<file path="src/rtl/adapter_pkg.sv">
// Shared constants and helpers for the CPRI <-> AXIS IQ adapters (downlink and uplink).
// The sample layout matches the CPRI frame bus: sample k at bits [16k+15:16k].
package adapter_pkg;

  localparam int unsigned SAMPLE_W = 16;
  localparam int unsigned NSAMP    = 8;
  localparam int unsigned FRAME_W  = SAMPLE_W * NSAMP;
  localparam int unsigned AXIS_W   = 2 * SAMPLE_W;
  localparam int unsigned IDX_W    = 3;

  typedef enum logic [0:0] {
    StIdle,
    StStream
  } ser_state_e;

  // AXIS beat for sample idx: Q in the upper half, I in the lower half.
  function automatic logic [AXIS_W-1:0] pick_sample(input logic [FRAME_W-1:0] frame_i,
                                                    input logic [FRAME_W-1:0] frame_q,
                                                    input logic [IDX_W-1:0]   idx);
    return {frame_q[int'(idx)*SAMPLE_W +: SAMPLE_W], frame_i[int'(idx)*SAMPLE_W +: SAMPLE_W]};
  endfunction

endpackage

</file>
<file path="src/rtl/iq_frame_buf2.sv">
// Two-entry ping-pong frame store. The rd_nxt_* outputs show the head frame as it will be
// after this cycle's write/release, so the caller can register its output beat directly.
module iq_frame_buf2
  import adapter_pkg::*;
(
  input  logic               clk,
  input  logic               rst_n,
  input  logic               wr_en_i,
  input  logic [FRAME_W-1:0] wr_i_i,
  input  logic [FRAME_W-1:0] wr_q_i,
  input  logic               rel_i,
  output logic               full_o,
  output logic               empty_o,
  output logic [1:0]         occ_o,
  output logic [FRAME_W-1:0] rd_nxt_i_o,
  output logic [FRAME_W-1:0] rd_nxt_q_o
);

  logic [FRAME_W-1:0] mem_i_q [2];
  logic [FRAME_W-1:0] mem_q_q [2];
  logic               wr_ptr_q, wr_ptr_d;
  logic               rd_ptr_q, rd_ptr_d;
  logic [1:0]         occ_q, occ_d;
  logic               wr_ok;

  assign full_o  = (occ_q == 2'd2);
  assign empty_o = (occ_q == 2'd0);
  assign occ_o   = occ_q;

  // A write into a full buffer is only legal when the head slot frees up in the same cycle.
  assign wr_ok = wr_en_i && (!full_o || rel_i);

  always_comb begin
    wr_ptr_d = wr_ptr_q ^ wr_ok;
    rd_ptr_d = rd_ptr_q ^ rel_i;
    occ_d    = occ_q + {1'b0, wr_ok} - {1'b0, rel_i};
    if (wr_ok && (wr_ptr_q == rd_ptr_d)) begin
      rd_nxt_i_o = wr_i_i;
      rd_nxt_q_o = wr_q_i;
    end else begin
      rd_nxt_i_o = mem_i_q[rd_ptr_d];
      rd_nxt_q_o = mem_q_q[rd_ptr_d];
    end
  end

  always_ff @(posedge clk) begin
    if (!rst_n) begin
      wr_ptr_q <= 1'b0;
      rd_ptr_q <= 1'b0;
      occ_q    <= 2'd0;
    end else begin
      wr_ptr_q <= wr_ptr_d;
      rd_ptr_q <= rd_ptr_d;
      occ_q    <= occ_d;
    end
  end

  always_ff @(posedge clk) begin
    if (wr_ok) begin
      mem_i_q[wr_ptr_q] <= wr_i_i;
      mem_q_q[wr_ptr_q] <= wr_q_i;
    end
  end

endmodule

</file>
<file path="src/rtl/adapter_dl.sv">
// Downlink adapter: captures CPRI IQ frames into a two-frame buffer and serializes them as
// 8 AXIS beats per frame toward the DUC, counting frames dropped on overflow.
module adapter_dl
  import adapter_pkg::*;
(
  input  logic               clk,
  input  logic               rst_n,
  input  logic [FRAME_W-1:0] iq_rx_i,
  input  logic [FRAME_W-1:0] iq_rx_q,
  input  logic               iq_rx_valid,
  output logic [AXIS_W-1:0]  m_axis_tdata,
  output logic               m_axis_tvalid,
  input  logic               m_axis_tready,
  output logic               m_axis_tlast,
  output logic               ovf_pulse,
  output logic [15:0]        drop_cnt
);

  ser_state_e         state_q, state_d;
  logic [IDX_W-1:0]   idx_q, idx_d;
  logic [AXIS_W-1:0]  tdata_q, tdata_d;
  logic               tlast_q, tlast_d;
  logic               ovf_q, ovf_d;
  logic [15:0]        cnt_q, cnt_d;

  logic               handshake, release_frame, store, drop;
  logic               buf_full, buf_empty;
  logic [1:0]         buf_occ;
  logic [FRAME_W-1:0] nxt_i, nxt_q;

  iq_frame_buf2 u_buf (
    .clk        (clk),
    .rst_n      (rst_n),
    .wr_en_i    (store),
    .wr_i_i     (iq_rx_i),
    .wr_q_i     (iq_rx_q),
    .rel_i      (release_frame),
    .full_o     (buf_full),
    .empty_o    (buf_empty),
    .occ_o      (buf_occ),
    .rd_nxt_i_o (nxt_i),
    .rd_nxt_q_o (nxt_q)
  );

  assign m_axis_tvalid = (state_q == StStream);
  assign m_axis_tdata  = tdata_q;
  assign m_axis_tlast  = tlast_q;
  assign ovf_pulse     = ovf_q;
  assign drop_cnt      = cnt_q;

  assign handshake     = m_axis_tvalid && m_axis_tready;
  assign release_frame = handshake && (idx_q == IDX_W'(NSAMP - 1));
  assign store         = iq_rx_valid && (!buf_full || release_frame);
  assign drop          = iq_rx_valid && !store;

  always_comb begin
    state_d = state_q;
    unique case (state_q)
      StIdle: begin
        if (!buf_empty || store) state_d = StStream;
      end
      StStream: begin
        if (release_frame && (buf_occ == 2'd1) && !store) state_d = StIdle;
      end
      default: state_d = StIdle;
    endcase

    idx_d = handshake ? idx_q + 3'd1 : idx_q;

    // Outputs are registered from next state so a fresh frame appears one cycle after capture.
    tdata_d = '0;
    tlast_d = 1'b0;
    if (state_d == StStream) begin
      tdata_d = pick_sample(nxt_i, nxt_q, idx_d);
      tlast_d = (idx_d == IDX_W'(NSAMP - 1));
    end

    ovf_d = drop;
    cnt_d = (drop && (cnt_q != 16'hFFFF)) ? cnt_q + 16'd1 : cnt_q;
  end

  always_ff @(posedge clk) begin
    if (!rst_n) begin
      state_q <= StIdle;
      idx_q   <= '0;
      tdata_q <= '0;
      tlast_q <= 1'b0;
      ovf_q   <= 1'b0;
      cnt_q   <= '0;
    end else begin
      state_q <= state_d;
      idx_q   <= idx_d;
      tdata_q <= tdata_d;
      tlast_q <= tlast_d;
      ovf_q   <= ovf_d;
      cnt_q   <= cnt_d;
    end
  end

endmodule

</file>
<file path="config.mk">
export PLATFORM = sky130hd
export DESIGN_NAME = adapter_dl
export DESIGN_NICKNAME = d
export VERILOG_FILES = /design/src/rtl/adapter_pkg.sv /design/src/rtl/iq_frame_buf2.sv /design/src/rtl/adapter_dl.sv
export SDC_FILE = /design/constraint.sdc
export NUM_CORES = 1
export LEC_CHECK = 0
export CORE_ASPECT_RATIO = 1.1
export CORE_MARGIN = 2
export CORE_UTILIZATION = 48
export DETAILED_ROUTE_END_ITERATION = 12
export MAX_ROUTING_LAYER = met4
export PLACE_DENSITY = 0.74
export SYNTH_ARGS = -nofsm -noshare
export SYNTH_HDL_FRONTEND = slang
export SYNTH_HIERARCHICAL = 1
export SYNTH_SLANG_ARGS = --single-unit
</file>
<file path="constraint.sdc">
create_clock -name clk -period 21.4 [get_ports clk]
set_input_delay 4.28 -clock clk [delete_from_list [all_inputs] [get_ports clk]]
set_output_delay 4.28 -clock clk [all_outputs]
set_load 0.05 [all_outputs]
</file>
==> impl_metrics.json, run 1 <==
{
  "dp.final_hpwl_um": 37200,
  "seqPwrFrac_pct": 46.7,
  "routabilityCongestion": 0.792,
  "synth_top_area_share_pct": 60.4,
  "grt_max_degree": 187,
  "num_rows": 88,
  "power.density_nw_per_um2": 96.6,
  "start_util_pct": 48.6,
  "cts_root_buf": "clkbuf_16",
  "cts_tree": "done",
  "synth_fp_nets": 1651,
  "pwr-share-comb_pct": 19.9,
  "ys_ff_latch": 570,
  "netlist_top_cells_count": "mux2_2 (513), edfxtp_1 (512), mux4_2 (64), dfxtp_1 (58), a22o_1 (32)",
  "portBuffers": 310,
  "core-area_um2": 52400,
  "outcome": "finished clean",
  "wl_per_cell_um": 24.5,
  "fin_crit_ns": 8.87,
  "drive_above_1_share_pct": 40.1,
  "io_pins": 311,
  "avgSynthCellArea_um2": 18.4,
  "swShare_pct": 25.0,
  "fin_nets": 1955,
  "routed_via_density": 5.63,
  "setup_viol_count_final": 0,
  "fillers": 3961,
  "clkPwrFrac_pct": 33.5,
  "grt_antenna_before_repair": 15,
  "fin_tns_setup_ns": 0,
  "cp_max_fo": 186,
  "async_reset_ff_share_pct": 0,
  "critical_path_class": "in2reg",
  "cts.sinks": 570,
  "drt_iter0_markers": 848,
  "htree_levels": 2,
  "whs_ns": 0.529,
  "worstSetupEndpointType": "flip-flop",
  "synthMostInstantiatedCell": "mux2_2",
  "wl_um": 59500,
  "placed_cells": 2304,
  "crit_arrival_ns": 9.37,
  "critPathRequiredTime_ns": 21.91,
  "drv_slew": 0,
  "cts_buffer_depth": 3,
  "seq_area_um2": 16500,
  "grt_overflow": 0,
  "slew_headroom_pct": 20.5,
  "post-route-period-util_pct": 41.4,
  "grt_usage_pct": 22.1,
  "post-cts-setup-buffers": 0,
  "drc_errors": 0,
  "yosysSeqAreaShare_pct": 65.0,
  "grt_pass1_wl_um": 88500,
  "holdBufCountCts": 0,
  "critPathLaunchType": "input pin",
  "synth_flop_cell": "edfxtp_1",
  "yosys_warnings": 6,
  "power.switching_uw": 750,
  "multi_input_area_um2": 8350,
  "first_global_vias": 14244,
  "synth.area.top_cells": "edfxtp_1 (60%), mux2_2 (23%), mux4_2 (5.7%)",
  "ir_worst_vdd_uv": 63.2,
  "clkTransAtPathRegs_ns": 0.07,
  "mappedNetlistArea_um2": 25500,
  "die_h_um": 246,
  "yosys.cell_types.count": 51,
  "cts_resized": 0,
  "die_x_um": 224,
  "vias": 13672,
  "synthCells": 1385,
  "hp-class": "reg2reg",
  "synth-edff-count": 512,
  "p_leak_uw": 0.0104,
  "layout.cells.non_filler": 2428,
  "cts_buffers": 58,
  "internal_power_uw": 2240,
  "rsz0062_at_grt": "no",
  "die_area_um2": 54900,
  "yosysTopAreaCell": "edfxtp_1",
  "area_growth_pct": 21.7,
  "clock_latency_ns": 0.62,
  "tightest_slew_ns": 1.19,
  "finalHoldViolCount": 0,
  "fmax_ghz": 0.113,
  "max_cap_viol_count": 0,
  "drt_first_pass_iters": 5,
  "skew_ns": 0.0375,
  "antenna_left": 0
}
==> cell usage in the layout (no fill, tap or decap), drive strengths merged, types with 2 or more instances in the layout <==
| cell | synthesis | routed |
|---|---|---|
| edfxtp | 512 | 512 |
| clkinv | 1 | 25 |
| diode | 0 | 16 |
| and3 | 2 | 2 |
| and4 | 2 | 2 |
| a31oi | 2 | 2 |
| nand4 | 3 | 3 |
| a21boi | 2 | 2 |
| ha | 6 | 6 |
| nor2 | 6 | 6 |
| a21oi | 17 | 17 |
| inv | 11 | 11 |
| or3 | 3 | 3 |
| or4 | 10 | 10 |
| nand3 | 11 | 11 |
| bufinv | 0 | 5 |
| o41ai | 2 | 2 |
| o31ai | 7 | 7 |
| nor2b | 2 | 2 |
| nand2 | 8 | 8 |
| mux2 | 513 | 513 |
| xnor2 | 4 | 4 |
| dfxtp | 58 | 58 |
| clkdlybuf4s50 | 0 | 310 |
| clkinvlp | 0 | 3 |
| o21ai | 8 | 8 |
| mux4 | 64 | 64 |
| clkbuf | 14 | 76 |
| and2 | 3 | 3 |
| a22o | 32 | 32 |
| nor4 | 2 | 2 |
| buf | 67 | 15 |
==> worst paths after layout <==
check	from	end	slack, ns	depth (start not counted)
worst max-delay path	m_axis_tready	m_axis_tdata[21]$_SDFF_PN0_	12.53	13
worst min-delay path	drop_cnt[8]$_SDFFE_PN0P_	drop_cnt[8]$_SDFFE_PN0P_	0.53	2
worst max register to register	idx_q[0]$_SDFF_PN0_	m_axis_tdata[21]$_SDFF_PN0_	15.90	14
worst min register to register	drop_cnt[8]$_SDFFE_PN0P_	drop_cnt[8]$_SDFFE_PN0P_	0.53	2
==> power by group through the flow <==
stage | clock (µW) | combinational (µW) | sequential (µW)
final | 1000 | 595 | 1400
after global routing | 1060 | 631 | 1410
after CTS | 1020 | 599 | 1400
after detailed placement | 0 | 596 | 1420
after global placement | 0 | 589 | 1410
after floorplan | 0 | 361 | 1490
==> logic make-up (layout without fill, tap and decap cells) <==
kind of cell    after synthesis  count (layout)  synth area share, %
flops                       570             570                 65.0
xor+xnor                      5               5                0.202
simple gates                 59              59                 1.40
other cells                   0              16                    0
compound gates               75              75                 2.14
fa+ha+maj                     6               6                0.295
mux                         577             577                 28.4
buf+inv                      93             445                 2.63
==> registers in the layout, summed over array words and instances (netlist names) <==
| register | cells |
|---|---|
| u_buf/mem_q_q | 256 |
| u_buf/mem_i_q | 256 |
| u_buf/wr_ptr_q | 1 |
| drop_cnt | 16 |
| ovf_pulse | 1 |
| u_buf/occ_o | 2 |
| u_buf/rd_ptr_q | 1 |
| m_axis_tdata | 32 |
| idx_q | 3 |
| m_axis_tlast | 1 |
| m_axis_tvalid | 1 |
==> worst max-delay path, cell delays in order <==
cell and delay, ns:
clkdlybuf4s50_1 0.49, nand3_2 0.12, inv_2 0.10, o21ai_0 0.64, inv_1 0.26, nand2_1 0.14, nor2_1 0.07, a31oi_4 0.18
buf_12 0.71, buf_4 0.89, mux2_2 0.42, mux4_2 0.51, a22o_1 0.24
==> through the flow <==
| step | cell area [µm²] | worst slack [ns] | util [%] | power (µW) |
|---|---|---|---|---|
| floorplan | 25500 | 9.78 | - | 1850 |
| global placement | 29000 | 12.07 | 55.4 | 2000 |
| detailed placement | 29000 | 12.00 | 55.4 | 2020 |
| CTS | 30900 | 12.67 | 59.0 | 3020 |
| global route | 31000 | 12.29 | 59.1 | 3100 |
| finish | 31000 | 12.53 | 59.1 | 2990 |
==> final cells by class <==
type / instances / share of cell area [%]
Multi-Input combinational cell: 722 / 27.0
Antenna cell: 16 / 0.129
Tap cell: 675 / 2.73
Inverter: 12 / 0.145
Timing Repair Buffer: 325 / 10.5
Clock buffer: 76 / 5.13
Sequential cell: 570 / 53.4
Clock inverter: 32 / 0.958
==> per-layer routing <==
layer	part of all wire, %	routed length, µm	track usage, %	vias up
li1	-	-	-	6214
met1	44	26300	29.6	7022
met2	47	28000	33.4	352
met3	6.3	3740	5.52	84
met4	2.4	1450	7.12	0
met5	0	0	-	-
Note: power is estimated with default switching activity, not from simulation.
==> inputs of run 2 (changes only) <==
--- a/config.mk
+++ b/config.mk
@@ -10,7 +10,7 @@
 export CORE_UTILIZATION = 48
 export DETAILED_ROUTE_END_ITERATION = 12
 export MAX_ROUTING_LAYER = met4
-export PLACE_DENSITY = 0.74
+export PLACE_DENSITY = 0.77
 export SYNTH_ARGS = -nofsm -noshare
 export SYNTH_HDL_FRONTEND = slang
 export SYNTH_HIERARCHICAL = 1
==> constraint.sdc (replaced) <==
create_clock -name clk -period 7.39 [get_ports clk]
set_input_delay 1.478 -clock clk [delete_from_list [all_inputs] [get_ports clk]]
set_output_delay 1.478 -clock clk [all_outputs]
set_load 0.05 [all_outputs]
==> run 2 against run 1 <==
Net effect: utilization rose by 0.31 points; largest cell class unchanged; final cell count rose by 0.66%; via count barely moved.
==> impl_metrics.json, run 2 (same netlist as run 1, synthesis figures left out) <==
{
  "pwr-share-comb_pct": 20.5,
  "fmax_ghz": 0.193,
  "cts.sinks": 570,
  "hp-class": "reg2reg",
  "io_pins": 311,
  "drc_errors": 0,
  "routed_via_density": 5.59,
  "critical_path_class": "in2reg",
  "setup_viol_count_final": 0,
  "clock_latency_ns": 0.63,
  "cts_root_buf": "clkbuf_16",
  "max_cap_viol_count": 0,
  "whs_path_depth": 2,
  "grt_usage_pct": 21.8,
  "fin_nets": 1965,
  "outcome": "finished clean",
  "slew_headroom_pct": 35.2,
  "slowest_delay_ns": 0.68,
  "grt_pass1_wl_um": 88000,
  "swShare_pct": 25.3,
  "wl_per_cell_um": 23.9,
  "path_cells": "clkdlybuf4s50_1, nand3_2, inv_2, o21ai_0, inv_1, nand2_1, nor2_1, a31oi_4, buf_4, mux2_2, mux4_2, a22o_1",
  "routabilityCongestion": 0.852,
  "finalHoldViolCount": 0,
  "dp.final_hpwl_um": 37000,
  "worstSetupEndpointType": "flip-flop",
  "regToRegSetupSlack_ns": 2.79,
  "num_rows": 88,
  "ff2ff_path_depth": 13,
  "postLayoutCoreUtil_pct": 59.4,
  "htree_levels": 2,
  "cts_buffers": 59,
  "cts_resized": 0,
  "holdBufCountCts": 0,
  "skew_ns": 0.0223,
  "drv_slew": 0,
  "vias": 13674,
  "grt_overflow": 0,
  "post-route-period-util_pct": 70.1,
  "p_total_uw": 8630,
  "stdcell_area_um2": 31100,
  "power.density_nw_per_um2": 277,
  "post-cts-setup-buffers": 0,
  "p_leak_uw": 0.0104,
  "crit_slowest_cell": "a31oi_4",
  "final_cell_mix": "mux2_2 (512), edfxtp_1 (512), clkdlybuf4s50_1 (310)",
  "clkPwrFrac_pct": 32.7,
  "drt_iter0_markers": 966,
  "grt_antenna_before_repair": 17,
  "wl_um": 58400,
  "critPathRequiredTime_ns": 7.90,
  "area_growth_pct": 22.3,
  "drt_first_pass_iters": 4,
  "critPathLaunchType": "input pin",
  "clkTransAtPathRegs_ns": 0.06,
  "drive_above_1_share_pct": 39.9,
  "internal_power_uw": 6450,
  "place_area_um2": 29200,
  "layout_setup_ws_ns": 2.21,
  "cts_tree": "done",
  "grt_max_degree": 143,
  "cp_max_fo": 24,
  "rsz0062_at_grt": "no",
  "antenna_left": 0,
  "seqPwrFrac_pct": 46.7,
  "cts_buffer_depth": 3,
  "dp_slack_ns": 1.63,
  "tightest_slew_ns": 0.972,
  "die_h_um": 246,
  "crit_arrival_ns": 5.69,
  "portBuffers": 310,
  "die_x_um": 224,
  "first_global_vias": 14424,
  "die_area_um2": 54900,
  "power.switching_uw": 2180,
  "core-area_um2": 52400,
  "ir_worst_vdd_uv": 186,
  "fin_crit_ns": 5.18,
  "start_util_pct": 48.6
}
-- run 2: worst max-delay path, delay by kind of cell --
family,cells,cell delay [ns]
and+or+nand+nor,3,0.34
AOI/OAI and AO/OA,3,1.59
buffers and inverters,4,1.34
muxes,2,0.91
-- run 2: layout make-up --
type,instances,area [µm²]
Clock buffer,90,1690
Clock inverter,22,168
Multi-Input combinational cell,722,8350
Inverter,12,45.0
Antenna cell,19,47.5
Sequential cell,570,16500
Timing Repair Buffer,334,3450
Tap cell,675,845
Fill cell,3902,21300
-- run 2: path summary, 6_finish.rpt --
path,endpoint,start
max,m_axis_tdata[20]$_SDFF_PN0_,m_axis_tready
min,drop_cnt[12]$_SDFFE_PN0P_,drop_cnt[12]$_SDFFE_PN0P_
max reg2reg,m_axis_tdata[20]$_SDFF_PN0_,idx_q[0]$_SDFF_PN0_
min reg2reg,drop_cnt[12]$_SDFFE_PN0P_,drop_cnt[12]$_SDFFE_PN0P_
-- run 2: metrics by stage --
step | TNS [ns] | cells | hold WS, ns
4_1_cts | 0 | 2425 | 0.532
6_report | 0 | 2444 | 0.532
5_1_grt | 0 | 2442 | 0.552
2_1_floorplan | -731.22 | 1385 | 0.560
3_3_place_gp | 0 | 2313 | 0.490
3_5_place_dp | 0 | 2313 | 0.505
-- run 2: power groups by stage --
stage               Combinational [µW]  Sequential [µW]  Clock [µW]
floorplan                         1050             4310           0
global placement                  1740             4080           0
detailed placement                1780             4100           0
CTS                               1780             4040        2900
global route                      1880             4070        3010
finish                            1770             4030        2830
-- run 2: metal layers --
metal	vias to the layer above	wire length (µm)	track usage [%]
li1	6235	-	-
met1	7000	25400	28.5
met2	338	28500	34.1
met3	101	2920	4.35
met4	0	1590	7.55
met5	-	0	-
==> inputs of run 3 (changes only) <==
==> constraint.sdc (replaced) <==
create_clock -name clk -period 4.3 [get_ports clk]
set_input_delay 0.86 -clock clk [delete_from_list [all_inputs] [get_ports clk]]
set_output_delay 0.86 -clock clk [all_outputs]
set_load 0.05 [all_outputs]
==> run 3 against run 2 <==
Net effect: setup slack got worse by 1.6 ns; first-iteration DRC count increased by 9.5%; combinational power increased by 80%; global-route usage increased by 0.39 points.
==> impl_metrics.json, run 3 (same netlist as run 1, synthesis figures left out) <==
{
  "wl_met3_um": 3470,
  "grt_overflow": 0,
  "post-route-period-util_pct": 85.1,
  "critical_path_class": "reg2reg",
  "clkTransAtPathRegs_ns": 0.06,
  "core-area_um2": 52400,
  "top_layer_used": "met4",
  "whs_ns": 0.517,
  "drive_above_1_share_pct": 41.4,
  "die_h_um": 246,
  "antenna_left": 0,
  "skew_ns": 0.0272,
  "cts.sinks": 570,
  "cts_resized": 0,
  "drt_iter0_markers": 1058,
  "finalHoldViolCount": 0,
  "dp_slack_ns": 0.0851,
  "setup_viol_count_final": 0,
  "rsz0062_at_grt": "no",
  "fin_crit_ns": 3.66,
  "tightest_slew_ns": 0.808,
  "max_cap_viol_count": 0,
  "area_growth_pct": 24.3,
  "cp_max_fo": 81,
  "final_cell_mix": "mux2_2 (512), edfxtp_1 (512), clkdlybuf4s50_1 (310)",
  "crit_arrival_ns": 4.14,
  "cts_root_buf": "clkbuf_16",
  "fin_nets": 1998,
  "slew_headroom_pct": 45.9,
  "hp-class": "reg2reg",
  "p_total_uw": 15100,
  "layout_setup_ws_ns": 0.639,
  "holdBufCountCts": 0,
  "wl_um": 59600,
  "grt_antenna_before_repair": 19,
  "grt_pass1_wl_um": 89200,
  "routed_via_density": 5.61,
  "routed-wl-met2_um": 29100,
  "portBuffers": 310,
  "layout.cells.non_filler": 2474,
  "die_area_um2": 54900,
  "clock_latency_ns": 0.61,
  "fin_tns_setup_ns": 0,
  "drv_slew": 0,
  "htree_levels": 2,
  "placed_cells": 2347,
  "drc_errors": 0,
  "routabilityCongestion": 0.825,
  "num_rows": 88,
  "outcome": "finished clean",
  "drt_first_pass_iters": 5,
  "p_leak_uw": 0.0107,
  "grt_usage_pct": 22.1,
  "worstSetupEndpointType": "flip-flop",
  "ir_worst_vdd_uv": 307,
  "first_global_vias": 14574,
  "grt_max_degree": 82,
  "fillers": 3800,
  "power.density_nw_per_um2": 476,
  "die_x_um": 224,
  "cts_tree": "done",
  "cts_buffers": 58,
  "critPathLaunchType": "flip-flop",
  "cts_buffer_depth": 3,
  "vias": 13871,
  "io_pins": 311,
  "start_util_pct": 48.6,
  "critPathRequiredTime_ns": 4.78,
  "post-cts-setup-buffers": 0,
  "fmax_ghz": 0.273,
  "drt-met1-wl_um": 25800,
  "wl_per_cell_um": 24.1,
  "dp.final_hpwl_um": 40000
}
run 3: power by group:
group	total, µW	switching [µW]	internal (µW)
clock network	4920	2060	2860
logic	3190	1550	1640
registers	6940	161	6780
run 3: routing by layer:
metal,up-vias,global-route usage [%]
met3,84,4.74
met1,7125,29.1
met2,359,34.9
met5,-,-
met4,0,6.57
li1,6303,-
run 3: path summary, 6_finish.rpt:
| check | slack, ns | cells past startpoint | from | to |
|---|---|---|---|---|
| worst min-delay path | 0.52 | 2 | drop_cnt[12]$_SDFFE_PN0P_ | drop_cnt[12]$_SDFFE_PN0P_ |
| worst max register to register | 0.64 | 13 | idx_q[0]$_SDFF_PN0_ | m_axis_tdata[8]$_SDFF_PN0_ |
| worst min register to register | 0.52 | 2 | drop_cnt[12]$_SDFFE_PN0P_ | drop_cnt[12]$_SDFFE_PN0P_ |
| worst max-delay path | 0.64 | 13 | idx_q[0]$_SDFF_PN0_ | m_axis_tdata[8]$_SDFF_PN0_ |
run 3: worst max-delay path: stages, from the launching register on:
cell	delay (ns)
dfxtp_1	0.36
ha_1	0.24
ha_1	0.20
nand3_2	0.10
inv_2	0.10
o21ai_0	0.25
inv_1	0.18
nand2_1	0.11
nor2_1	0.06
a31oi_4	0.23
buf_12	0.38
mux2_2	0.40
mux4_2	0.56
a22o_1	0.27
run 3: cell type report:
cell class | instances | area, µm² | share of cell area [%]
well taps | 675 | 845 | 2.67
clock buffers | 82 | 1620 | 5.13
inverters | 12 | 45.0 | 0.142
diodes | 18 | 45.0 | 0.142
repair buffers | 368 | 3950 | 12.5
multi-input cells | 722 | 8350 | 26.4
clock inverters | 27 | 238 | 0.752
flip-flops and latches | 570 | 16500 | 52.3
run 3: metrics by stage:
step / utilization (%) / instance area, µm²
2_1_floorplan: - / 25500
3_3_place_gp: 56.7 / 29700
3_5_place_dp: 56.7 / 29700
4_1_cts: 60.3 / 31600
5_1_grt: 60.4 / 31600
6_report: 60.4 / 31600
